--- config.mk ---
export PLATFORM = sky130hd
export DESIGN_NAME = id_stage_pipe
export DESIGN_NICKNAME = d
export VERILOG_FILES = /design/src/rtl/id_stage_pipe.sv
export SDC_FILE = /design/constraint.sdc
export NUM_CORES = 1
export LEC_CHECK = 0
export BUFFER_PORTS_ARGS = -buffer_cell sky130_fd_sc_hd__buf_4
export CAP_MARGIN = 20
export CORE_UTILIZATION = 28
export CTS_CLUSTER_SIZE = 25
export DETAILED_ROUTE_END_ITERATION = 6
export GPL_TIMING_DRIVEN = 0
export REMOVE_ABC_BUFFERS = 1
export SETUP_SLACK_MARGIN = 0.3
export SYNTH_ARGS = -nofsm -noshare
export SYNTH_HDL_FRONTEND = slang
export SYNTH_SLANG_ARGS = --single-unit
--- constraint.sdc ---
create_clock -name clk -period 1.6 [get_ports clk]
set_input_delay 0 -clock clk [delete_from_list [all_inputs] [get_ports clk]]
set_output_delay 0 -clock clk [all_outputs]
set_load 0.03 [all_outputs]
--- src/rtl/id_stage_pipe.sv ---
// Instruction decode stage: ARM-style decoder, register file, ID/EX register.
// Define ID_WB_BYPASS_EN to forward same-cycle write-back data to reads.
module id_stage_pipe #(
  parameter int BIT_NUMBER   = 32,
  parameter int REG_NUM_BITS = 4
) (
  input  logic                    clk,
  input  logic                    rst,
  input  logic [BIT_NUMBER-1:0]   pc_in,
  input  logic [BIT_NUMBER-1:0]   instruction_in,
  input  logic                    hazard,
  input  logic                    flush,
  input  logic [3:0]              sr,
  input  logic                    wb_en_in,
  input  logic [REG_NUM_BITS-1:0] dest_wb,
  input  logic [BIT_NUMBER-1:0]   result_wb,
  output logic [BIT_NUMBER-1:0]   pc,
  output logic [BIT_NUMBER-1:0]   val_rn,
  output logic [BIT_NUMBER-1:0]   val_rm,
  output logic [3:0]              exe_cmd,
  output logic [REG_NUM_BITS-1:0] dest,
  output logic [11:0]             shift_operand,
  output logic [23:0]             signed_imm_24,
  output logic                    wb_en,
  output logic                    mem_r_en,
  output logic                    mem_w_en,
  output logic                    b,
  output logic                    s,
  output logic                    imm,
  output logic                    valid,
  output logic [REG_NUM_BITS-1:0] src1,
  output logic [REG_NUM_BITS-1:0] src2,
  output logic                    two_src
);

  localparam int NREG = 1 << REG_NUM_BITS;

  logic [3:0]              cond;
  logic [1:0]              mode;
  logic                    i_bit;
  logic [3:0]              opcode;
  logic                    s_bit;
  logic [REG_NUM_BITS-1:0] rn;
  logic [REG_NUM_BITS-1:0] rd;
  logic [REG_NUM_BITS-1:0] rm;

  assign cond   = instruction_in[31:28];
  assign mode   = instruction_in[27:26];
  assign i_bit  = instruction_in[25];
  assign opcode = instruction_in[24:21];
  assign s_bit  = instruction_in[20];
  assign rn     = REG_NUM_BITS'(instruction_in[19:16]);
  assign rd     = REG_NUM_BITS'(instruction_in[15:12]);
  assign rm     = REG_NUM_BITS'(instruction_in[3:0]);

  logic n_f, z_f, c_f, v_f;
  assign {n_f, z_f, c_f, v_f} = sr;

  logic cond_ok;
  always_comb begin
    cond_ok = 1'b0;
    case (cond)
      4'b0000: cond_ok = z_f;
      4'b0001: cond_ok = !z_f;
      4'b0010: cond_ok = c_f;
      4'b0011: cond_ok = !c_f;
      4'b0100: cond_ok = n_f;
      4'b0101: cond_ok = !n_f;
      4'b0110: cond_ok = v_f;
      4'b0111: cond_ok = !v_f;
      4'b1000: cond_ok = c_f && !z_f;
      4'b1001: cond_ok = !c_f || z_f;
      4'b1010: cond_ok = (n_f == v_f);
      4'b1011: cond_ok = (n_f != v_f);
      4'b1100: cond_ok = !z_f && (n_f == v_f);
      4'b1101: cond_ok = z_f || (n_f != v_f);
      4'b1110: cond_ok = 1'b1;
      default: cond_ok = 1'b0;
    endcase
  end

  logic       dec_ok;
  logic [3:0] dec_cmd;
  logic       dec_wb;
  logic       dec_mr;
  logic       dec_mw;
  logic       dec_b;
  logic       dec_s;

  always_comb begin
    dec_ok  = 1'b0;
    dec_cmd = 4'b0000;
    dec_wb  = 1'b0;
    dec_mr  = 1'b0;
    dec_mw  = 1'b0;
    dec_b   = 1'b0;
    dec_s   = 1'b0;
    unique case (mode)
      2'b00: begin
        dec_ok = 1'b1;
        dec_wb = 1'b1;
        dec_s  = s_bit;
        case (opcode)
          4'b1101: dec_cmd = 4'b0001;
          4'b1111: dec_cmd = 4'b1001;
          4'b0100: dec_cmd = 4'b0010;
          4'b0101: dec_cmd = 4'b0011;
          4'b0010: dec_cmd = 4'b0100;
          4'b0110: dec_cmd = 4'b0101;
          4'b0000: dec_cmd = 4'b0110;
          4'b1100: dec_cmd = 4'b0111;
          4'b0001: dec_cmd = 4'b1000;
          4'b1010: begin
            dec_cmd = 4'b0100;
            dec_wb  = 1'b0;
          end
          4'b1000: begin
            dec_cmd = 4'b0110;
            dec_wb  = 1'b0;
          end
          default: dec_ok = 1'b0;
        endcase
      end
      2'b01: begin
        dec_ok  = 1'b1;
        dec_cmd = 4'b0010;
        dec_mr  = s_bit;
        dec_wb  = s_bit;
        dec_mw  = !s_bit;
      end
      2'b10: begin
        dec_ok = 1'b1;
        dec_b  = 1'b1;
      end
      default: dec_ok = 1'b0;
    endcase
  end

  // Source indices go to the hazard unit even when the result is squashed.
  assign src1    = rn;
  assign src2    = dec_mw ? rd : rm;
  assign two_src = !i_bit || dec_mw;

  logic [BIT_NUMBER-1:0] rf_q [NREG];
  logic [BIT_NUMBER-1:0] rd1;
  logic [BIT_NUMBER-1:0] rd2;

  always_ff @(posedge clk or negedge rst) begin
    if (!rst) begin
      for (int k = 0; k < NREG; k++) rf_q[k] <= '0;
    end else if (wb_en_in) begin
      rf_q[dest_wb] <= result_wb;
    end
  end

`ifdef ID_WB_BYPASS_EN
  assign rd1 = (wb_en_in && dest_wb == src1) ? result_wb : rf_q[src1];
  assign rd2 = (wb_en_in && dest_wb == src2) ? result_wb : rf_q[src2];
`else
  assign rd1 = rf_q[src1];
  assign rd2 = rf_q[src2];
`endif

  logic live;
  assign live = dec_ok && cond_ok && !flush && !hazard;

  always_ff @(posedge clk or negedge rst) begin
    if (!rst) begin
      pc            <= '0;
      val_rn        <= '0;
      val_rm        <= '0;
      exe_cmd       <= '0;
      dest          <= '0;
      shift_operand <= '0;
      signed_imm_24 <= '0;
      wb_en         <= 1'b0;
      mem_r_en      <= 1'b0;
      mem_w_en      <= 1'b0;
      b             <= 1'b0;
      s             <= 1'b0;
      imm           <= 1'b0;
      valid         <= 1'b0;
    end else begin
      pc            <= pc_in;
      val_rn        <= rd1;
      val_rm        <= rd2;
      dest          <= rd;
      shift_operand <= instruction_in[11:0];
      signed_imm_24 <= instruction_in[23:0];
      imm           <= i_bit;
      exe_cmd       <= live ? dec_cmd : 4'b0000;
      wb_en         <= live && dec_wb;
      mem_r_en      <= live && dec_mr;
      mem_w_en      <= live && dec_mw;
      b             <= live && dec_b;
      s             <= live && dec_s;
      valid         <= live;
    end
  end

endmodule

## After elaboration in Yosys (flattened, before gate mapping)

Index checks and enable logic that the tools add are counted.

- Register bits: 659
- Bits in latches: 0
- RAM bits: 0
- Memory bits (read-only): 0
- Bits of input ports: 109
- Output and inout port bits: 156
- Word-level logic and storage cells: 117
- Memories kept: 0

- Add/sub/neg operators: 0
- Multiply operators: 0
- Div/mod/pow operators: 0
- $lt $le $gt $ge: 4
- Equality and inequality tests: 28
- Shift-type cells: 0
- Mux-type cells: 22
- Bitwise logic cells: 3
- Reduce and logical (&&, ||, !) cells: 30

Operators with widths:

| operator | number |
|---|---|
| 512-bit bitwise mux | 1 |
| 32-bit binary-select mux with 4-bit select | 2 |
| 32-bit two-way mux | 5 |
| 32-bit demux with 4-bit select | 1 |
| 4-bit equality test (second input constant) | 12 |
| 4-bit case mux with 9 select lines | 1 |
| 4-bit by 3-bit equality test with 1-bit output (second input constant) | 7 |
| 5-bit greater-or-equal comparator (second input constant) | 3 |
| 4-bit NOT with 5-bit output | 3 |
| 1-bit case mux with 15 select lines | 1 |
| 4-bit by 2-bit equality test with 1-bit output (second input constant) | 3 |
| 1-bit logical AND | 11 |
| 11-bit OR reduction | 1 |
| 4-bit by 1-bit equality test with 1-bit output (second input constant) | 2 |
| 1-bit zero test | 8 |
| 4-bit zero test | 2 |
| 4-bit two-way mux | 2 |
| 4-bit case mux with 2 select lines | 1 |
| 2-bit OR reduction | 4 |
| 1-bit two-way mux | 6 |
| 5-bit by 1-bit < comparator with 1-bit output (second input constant) | 1 |
| 1-bit case mux with 2 select lines | 2 |
| 1-bit logical OR | 3 |
| 2-bit by 1-bit equality test with 1-bit output (second input constant) | 1 |
| other kinds (4) | 4 |

## Logic depth before layout (Yosys ltp)

Gate-level depths: netlist of the first run.

- Depth in word-level cells: 8
- Mapped depth: 11
- Depth with buffers taken out: 8

## Worst setup path before layout of the first run

OpenSTA, ideal clock, no wires.

- Path kind: input-to-reg
- From: input instruction_in[27]
- To: register val_rm[25]
- Setup time: 121 ps
- Data arrival time: 1,636 ps
- Data required time: 1,479 ps
- Slack: -157 ps
- Stages: 11
- Path buffers: 4
- Path through: inv_1 > ha_1 > nand2b_1 > buf_6 > a21o_4 > buf_12 > buf_8 > buf_6 > a211oi_1 > a2111oi_0 > a22o_1

- Cells in the longest elaborated chain, start to end: 7

Ends and longest elaborated chain:

| item | line | text |
|---|---|---|
| start: declaration | 10 | `input logic [BIT_NUMBER-1:0] instruction_in,` |
| 2-bit by 1-bit equality test with 1-bit output | 98 | `unique case (mode)` |
| 1-bit two-way mux | 98 |  |
| 4-bit two-way mux | 141 | `assign src2 = dec_mw ? rd : rm;` |
| 4-bit NOT with 5-bit output (not written as such) | 161 | `assign rd2 = rf_q[src2];` |
| 32-bit binary-select mux with 4-bit select | 161 |  |
| 32-bit two-way mux (not written as such) (2 in series) | 161 |  |
| named net rd2[25] | 146 | `logic [BIT_NUMBER-1:0] rd2;` |
| end signal: assignment | 186 | `val_rm <= rd2;` |
| end: declaration | 19 | `output logic [BIT_NUMBER-1:0] val_rm,` |

The timed path passes the listed nets, and every way through them passes these cells. The select of a mux whose other input is x is not followed.
A chain may end at the register's enable or synchronous reset.

## Worst setup path after layout of the first run

- From: register rf_q[493] (netlist bit)
- To: register val_rn[13]

- Cells in the longest elaborated chain, start to end: 3

Ends and longest elaborated chain:

| item | line | text |
|---|---|---|
| start: declaration | 144 | `logic [BIT_NUMBER-1:0] rf_q [NREG];` |
| start signal: indexed assignment | 152 | `rf_q[dest_wb] <= result_wb;` |
| 32-bit binary-select mux with 4-bit select | 160 | `assign rd1 = rf_q[src1];` |
| 32-bit two-way mux (not written as such) (2 in series) | 160 |  |
| named net rd1[13] | 145 | `logic [BIT_NUMBER-1:0] rd1;` |
| end signal: assignment | 185 | `val_rn <= rd1;` |
| end: declaration | 18 | `output logic [BIT_NUMBER-1:0] val_rn,` |

The timed path passes the listed nets, and every way through them passes these cells. The select of a mux whose other input is x is not followed.

==> results of run 1 <==
-- worst paths after layout --
path | to | startpoint | slack, ps
min reg2reg | rf_q[360] | rf_q[360] | 520
max | val_rn[13] | rf_q[493] | 0.4
min | pc[1] | rst | -580
min in group clk | rf_q[470] | dest_wb[3] | -40
max reg2reg | val_rn[13] | rf_q[493] | 0.4
max in group asynchronous | rf_q[291] | rst | 620
-- flip-flops by register name (all words and copies together) (netlist names), 4 cells and up --
register / cells
rf_q: 512
exe_cmd: 4
signed_imm_24: 24
val_rm: 32
pc: 32
val_rn: 32
-- logic make-up (layout without fill, tap and decap cells) --
group	Yosys count	count (layout)
and+or+nand+nor	182	185
muxes	883	883
buffers and inverters	316	936
adders and majority gates	4	4
xor gates and xnor gates	2	2
AOI/OAI and AO/OA	302	307
DFF	643	643
-- tightest hold or removal path: cells and delay by family --
family                 cells  cell delay [ps]
buffers and inverters      3              430
-- power by group --
group / switching (W) / internal (W) / leakage [nW] / total (W)
Combinational: 0.00702 / 0.00856 / 10.3 / 0.0156
Clock: 0.00720 / 0.00979 / 1.15 / 0.0170
Sequential: 0.00250 / 0.0198 / 7.85 / 0.0223
Total: 0.0167 / 0.0381 / 19.3 / 0.0549
-- timing repair --
| action | in CTS | in global routing |
|---|---|---|
| pin swaps | 78 | 73 |
| setup endpoints to repair | 344 | 206 |
| resized for setup | 193 | 152 |
| buffers inserted | 187 | 40 |
| gates cloned | 44 | 8 |
| endpoints found under the hold margin | 733 | 160 |
| hold buffers | 137 | 6 |
-- layer usage --
| metal | track usage [%] | up-vias |
|---|---|---|
| met4 | 5.060 | 2 |
| met1 | 27.47 | 13040 |
| met2 | 29.62 | 1145 |
| met3 | 4.189 | 224 |
| met5 | 0 | - |
| li1 | - | 10020 |
-- cell usage in the layout (no fill, tap or decap), types with 4 or more instances in the layout --
master	instances
bufbuf_16	8
clkbuf_1	19
clkinv_2	6
a211oi_1	61
buf_12	53
mux2_2	485
inv_1	73
a22o_1	29
mux2i_4	8
dlygate4sd3_1	138
a211oi_2	52
a2111oi_2	17
buf_8	14
nand3b_1	5
o221ai_2	6
a211oi_4	15
nand2_1	26
mux2i_2	15
clkinvlp_4	4
o221ai_1	58
nor2b_1	5
dfrtp_1	642
buf_6	31
nor2_1	73
clkbuf_16	83
nor3_2	27
mux4_2	160
clkbuf_8	14
buf_16	60
a31oi_4	7
mux2_4	4
o21ai_0	25
mux2_1	7
mux2i_1	204
nor3_1	7
nor2_4	9
buf_4	420
a2111oi_4	16
-- cell type report --
class / count / area, sq um / area share (%)
Multi-Input combinational cell: 1381 / 16360 / 36.13
Sequential cell: 643 / 16090 / 35.53
Timing Repair Buffer: 732 / 8267 / 18.25
Clock buffer: 108 / 2141 / 4.727
Tap cell: 1512 / 1892 / 4.177
Inverter: 77 / 304.0 / 0.6713
Clock inverter: 19 / 229.0 / 0.5056
-- per-stage QoR --
step / hold WS [ps] / area, sq um / util (%) / setup TNS, ps
after floorplan: -295.6 / 31240 / - / -287540
after global placement: 109.2 / 35110 / 30.62 / -6105720
after detailed placement: -82.13 / 36540 / 31.87 / -353380
after CTS: -631.2 / 43850 / 38.25 / 0
after global routing: -587.7 / 45290 / 39.50 / -33.05
final: -583.1 / 45290 / 39.50 / 0
==> impl_metrics.tcl, run 1 <==
set metrics [dict create \
    power_w 0.05487 \
    path_delay_family "multiplexers" \
    overflow 0 \
    drt_pass1_iterations 7 \
    async_flop_share_pct 100.0 \
    fmaxAchievable_ghz 0.6252 \
    port_buffers 264 \
    synth_xor_area_share_pct 0.05390 \
    dieArea_sq_mm 0.1174 \
    hp-class "input pin to asynchronous set/reset pin" \
    antenna_found_initial 4 \
    whs_ps -583.1 \
    vias_per_cell 5.462 \
    grt_pass1_wl_microns 167500 \
    final_cells 4472 \
    n_antenna_cell 0 \
    max_slew_margin_pct 27.91 \
    synth_top_family_by_area "multiplexers" \
    syn_avg_cell_area_sq_um 13.93 \
    wl_met2_microns 53500 \
    synthTopCellsByCount "dfrtp_1 (643), mux2_2 (489), mux2i_1 (226)" \
    arrival_ps 2070 \
    cts_num_sinks 643 \
    place_congestion 0.7249 \
    setup_ws_ps 0.4174 \
    clockRootBuffer "clkbuf_16" \
    yosysTopAreaCell "dfrtp_1" \
    routedWlPerCell_microns 26.46 \
    syn-cell-area_sq_mm 0.03250 \
    ioPinCount 265 \
    synth_compound_area_share_pct 7.585 \
    synth_simple_gate_area_share_pct 2.645 \
    path_cells "mux4_2 -> mux4_2" \
    critical_path_cell_count 2 \
    htree_levels 3 \
    place_hpwl_microns 59600 \
    fin_crit_sh_pct 99.97 \
    drive_gt1_share_pct 52.67 \
    critical_path_buf_inv_count 0 \
    setup_violations 0 \
    cts_tree "done" \
    postRouteAntennaNets 0 \
    grt.total_usage_pct 19.32 \
    powerDensity_mw_per_mm2 1212 \
    wl_met3_microns 11040 \
    crit_type "register to register" \
    num_vias 24430 \
    synth_flop_cell "dfrtp_1" \
    grt_max_degree 114 \
    cp.required_ps 2070 \
    met1Wirelength_microns 50490 \
    drc_errors 25 \
    slowest_stage "mux4_2" \
    area_growth_pct 39.37 \
    ys_types 52 \
    leakage_nw 19.27 \
    seq_area_frac_synth_pct 49.51 \
    netlist.area_leader.share_pct 49.51 \
    maxCapViolCount 0 \
    cp_common_cell "mux4_2" \
    rsz0062_at_grt "yes" \
    worstMarginPinSlew_ps 1081 \
    synthMuxAreaShare_pct 35.28 \
    post-place-ws_ps -2560 \
    synth_most_common_cell "dfrtp_1" \
    ir_drop_uv 859.7 \
    clkTransAtPathRegs_ps 60 \
    min_period_ps 1600 \
    routed_wl_microns 118300 \
    critPathLaunchType "register" \
    slowest_delay_ps 550 \
    violations "DRC, hold timing" \
    synth_edf_count 0 \
    critPathMaxFanout 2 \
    clock_skew_ps 23.30 \
    worstSkewPairLatency_ps 650 \
    ys_ff_latch 643 \
    cts_buffer_depth 3 \
    fill_cells 10530 \
    initial_utilization_pct 28.34 \
    dp_cells 3923 \
    numCtsBuffers 73 \
    dieHeight_microns 342.7 \
    finalHoldViolCount 306 \
    drt_iter0_drc 2369 \
    fin_nets 3021 \
    r2r_cells 2 \
    grt_pass1_vias 24010 \
    syn_inst 2332 \
    routed.top_layer "met5" \
    core-area_sq_mm 0.1147 \
    synth_area_leaders "dfrtp_1 (50%), mux2_2 (17%), mux4_2 (11%)" \
    rows 124 \
    outcome "finished, violations left" \
    endpoint_kind "register" \
    synthAdderAreaFrac_pct 0.1540 \
    drv_slew 0 \
    die_x_microns 342.7 \
    ys_warn_count 0 \
]
Power figures use the tool's default switching activity.
==> run 2, diff against run 1 <==
--- a/config.mk
+++ b/config.mk
@@ -7,10 +7,13 @@
 export LEC_CHECK = 0
 export BUFFER_PORTS_ARGS = -buffer_cell sky130_fd_sc_hd__buf_4
 export CAP_MARGIN = 20
+export CELL_PAD_IN_SITES_DETAIL_PLACEMENT = 2
+export CELL_PAD_IN_SITES_GLOBAL_PLACEMENT = 2
 export CORE_UTILIZATION = 28
 export CTS_CLUSTER_SIZE = 25
 export DETAILED_ROUTE_END_ITERATION = 6
 export GPL_TIMING_DRIVEN = 0
+export PLACE_DENSITY_LB_ADDON = 0.1
 export REMOVE_ABC_BUFFERS = 1
 export SETUP_SLACK_MARGIN = 0.3
 export SYNTH_ARGS = -nofsm -noshare
==> run 2 against run 1 <==
  * The flow finishes with violations (DRC, hold timing, setup timing)
  * Total power up 6.9%
  * Sequential share of layout area down 0.48 points
  * Via count shrank 1.2%
  * Global-route usage increased by 4.3 points
  * Critical path type is now input pin to register
  * Largest power group unchanged
==> impl_metrics.tcl, run 2 (synthesized netlist as in run 1, its figures left out) <==
set metrics [dict create \
    critPathLaunchType "input pin" \
    grt_pass1_vias 27290 \
    fin_crit_sh_pct 103.3 \
    drc_errors 20 \
    arrival_ps 2190 \
    postPlaceCellArea_sq_mm 0.03687 \
    setup_ws_ps -52.24 \
    rsz0062_at_grt "yes" \
    rows 124 \
    drv_slew 0 \
    critPathMaxFanout 8 \
    n_antenna_cell 0 \
    cp.required_ps 2140 \
    dieArea_sq_mm 0.1174 \
    clockRootBuffer "clkbuf_16" \
    tns_ps -155.4 \
    core-area_sq_mm 0.1147 \
    drt_iter0_drc 1251 \
    min_period_ps 1652 \
    finalHoldViolCount 215 \
    clock_skew_ps 9.108 \
    hold_buffers 137 \
    slowest_delay_ps 260 \
    postRouteAntennaNets 0 \
    p_int_w 0.04101 \
    cts_tree "done" \
    worstSkewPairLatency_ps 650 \
    dieHeight_microns 342.7 \
    place_congestion 0.7181 \
    initial_utilization_pct 28.34 \
    drt_pass1_iterations 7 \
    netSwitchingPower_w 0.01766 \
    power_frac_clock_pct 34.4 \
    endpoint_kind "register" \
    leakage_nw 19.66 \
    numCtsBuffers 83 \
    outcome "finished, violations left" \
    ir_drop_uv 841.7 \
    port_buffers 264 \
    slowest_stage "a211oi_4" \
    final-seq-area_sq_mm 0.01610 \
    cts_num_sinks 643 \
    powerDensity_mw_per_mm2 1278 \
    crit_type "input pin to register" \
    grt.total_usage_pct 23.65 \
    fill_cells 11070 \
    clkTransAtPathRegs_ps 60 \
    cts_buffer_depth 3 \
    mostFrequentLayoutCell "dfrtp_1" \
    worstMarginPinSlew_ps 1034 \
    largest_register_ffs 512 \
    share_comb_of_total_power_pct 27.4 \
    setup_violations 8 \
    fin_nets 3037 \
    routedWlPerCell_microns 31.12 \
    htree_levels 3 \
    power.share.sequential_pct 38.2 \
    final_cell_mix "dfrtp_1 (637), mux2_2 (489), buf_4 (436), mux2i_1 (203), mux4_2 (160)" \
    max_slew_margin_pct 31.10 \
    fin_area_sq_mm 0.04592 \
    sw_frac_of_total_pct 30.10 \
    hp-class "input pin to asynchronous set/reset pin" \
    violations "DRC, hold timing, setup timing" \
    drive_gt1_share_pct 53.01 \
    num_vias 24150 \
    multiInputGateArea_sq_mm 0.01627 \
    grt_pass1_wl_microns 200500 \
    routed_wl_microns 140200 \
    vias_per_cell 5.361 \
    place_hpwl_microns 72090 \
    ioPinCount 265 \
    overflow 0 \
    regMostFlops "rf_q" \
    path_cells "buf_8 -> inv_6 -> ha_4 -> and3b_4 -> buf_16 -> a21o_4 -> buf_12 -> buf_12 -> buf_16 -> buf_12 -> buf_16 -> a211oi_4 -> a2111oi_4 -> a22o_1" \
    fmaxAchievable_ghz 0.6052 \
    area_growth_pct 41.32 \
    die_x_microns 342.7 \
    grt_max_degree 113 \
    whs_ps -721.1 \
    maxCapViolCount 0 \
    antenna_found_initial 4 \
]
[run 2: layout make-up]
type,instances,share of cell area [%]
Tap cell,1512,4.120
Clock buffer,125,5.509
Multi-Input combinational cell,1376,35.43
Sequential cell,643,35.05
Timing Repair Buffer,742,18.33
Inverter,77,0.6757
Clock inverter,28,0.8637
Timing Repair inverter,1,0.02452
[run 2: worst max-delay path: cells and delay by family]
kind | cells | cell delay (ps)
and+or+nand+nor | 1 | 230
buffers and inverters | 8 | 980
adders and majority gates | 1 | 180
AOI/OAI and AO/OA | 4 | 790
[run 2: what timing repair did]
item,CTS,global route
hold endpoints to repair,786,209
gates resized for setup,254,72
gates cloned,42,6
endpoints found under the setup margin,456,287
setup buffers,195,35
pin swaps,106,45
[run 2: final timing paths]
check / depth (start not counted) / startpoint / slack, ps / end
worst min register to register: 1 / rf_q[359] / 530 / rf_q[359]
worst max-delay path: 14 / instruction_in[27] / -50 / val_rm[29]
worst min-delay path: 1 / rst / -720 / rf_q[55]
worst max register to register: 6 / rf_q[408] / 0 / val_rm[24]
max in group asynchronous: 4 / rst / 620 / rf_q[411]
min in group clk: 5 / instruction_in[26] / -10 / b
[run 2: power groups by stage]
stage	clock, W	sequential, W	combinational (W)
finish	0.0202	0.0224	0.0161
global route	0.0214	0.0228	0.0171
CTS	0.0208	0.0223	0.0155
detailed placement	0	0.0227	0.0123
global placement	0	0.0224	0.0117
floorplan	0	0.0228	0.00688
[run 2: metrics by stage]
stage,util (%),setup slack (ps),cells,total power (W)
3_3_place_gp,30.62,-13550,3869,0.03401
5_1_grt,40.05,-66.98,4504,0.06131
6_report,40.05,-52.24,4504,0.05867
2_1_floorplan,-,-3726,2093,0.02966
4_1_cts,39.29,3.527,4462,0.05852
3_5_place_dp,32.16,-2796,3935,0.03494
[run 2: routing by layer]
metal / track usage [%] / vias to the layer above / share of wire [%]
li1: - / 10050 / -
met1: 32.53 / 13200 / 45
met2: 37.87 / 657 / 47
met3: 3.463 / 233 / 4.4
met4: 8.296 / 2 / 3.4
met5: 0 / - / 0.011
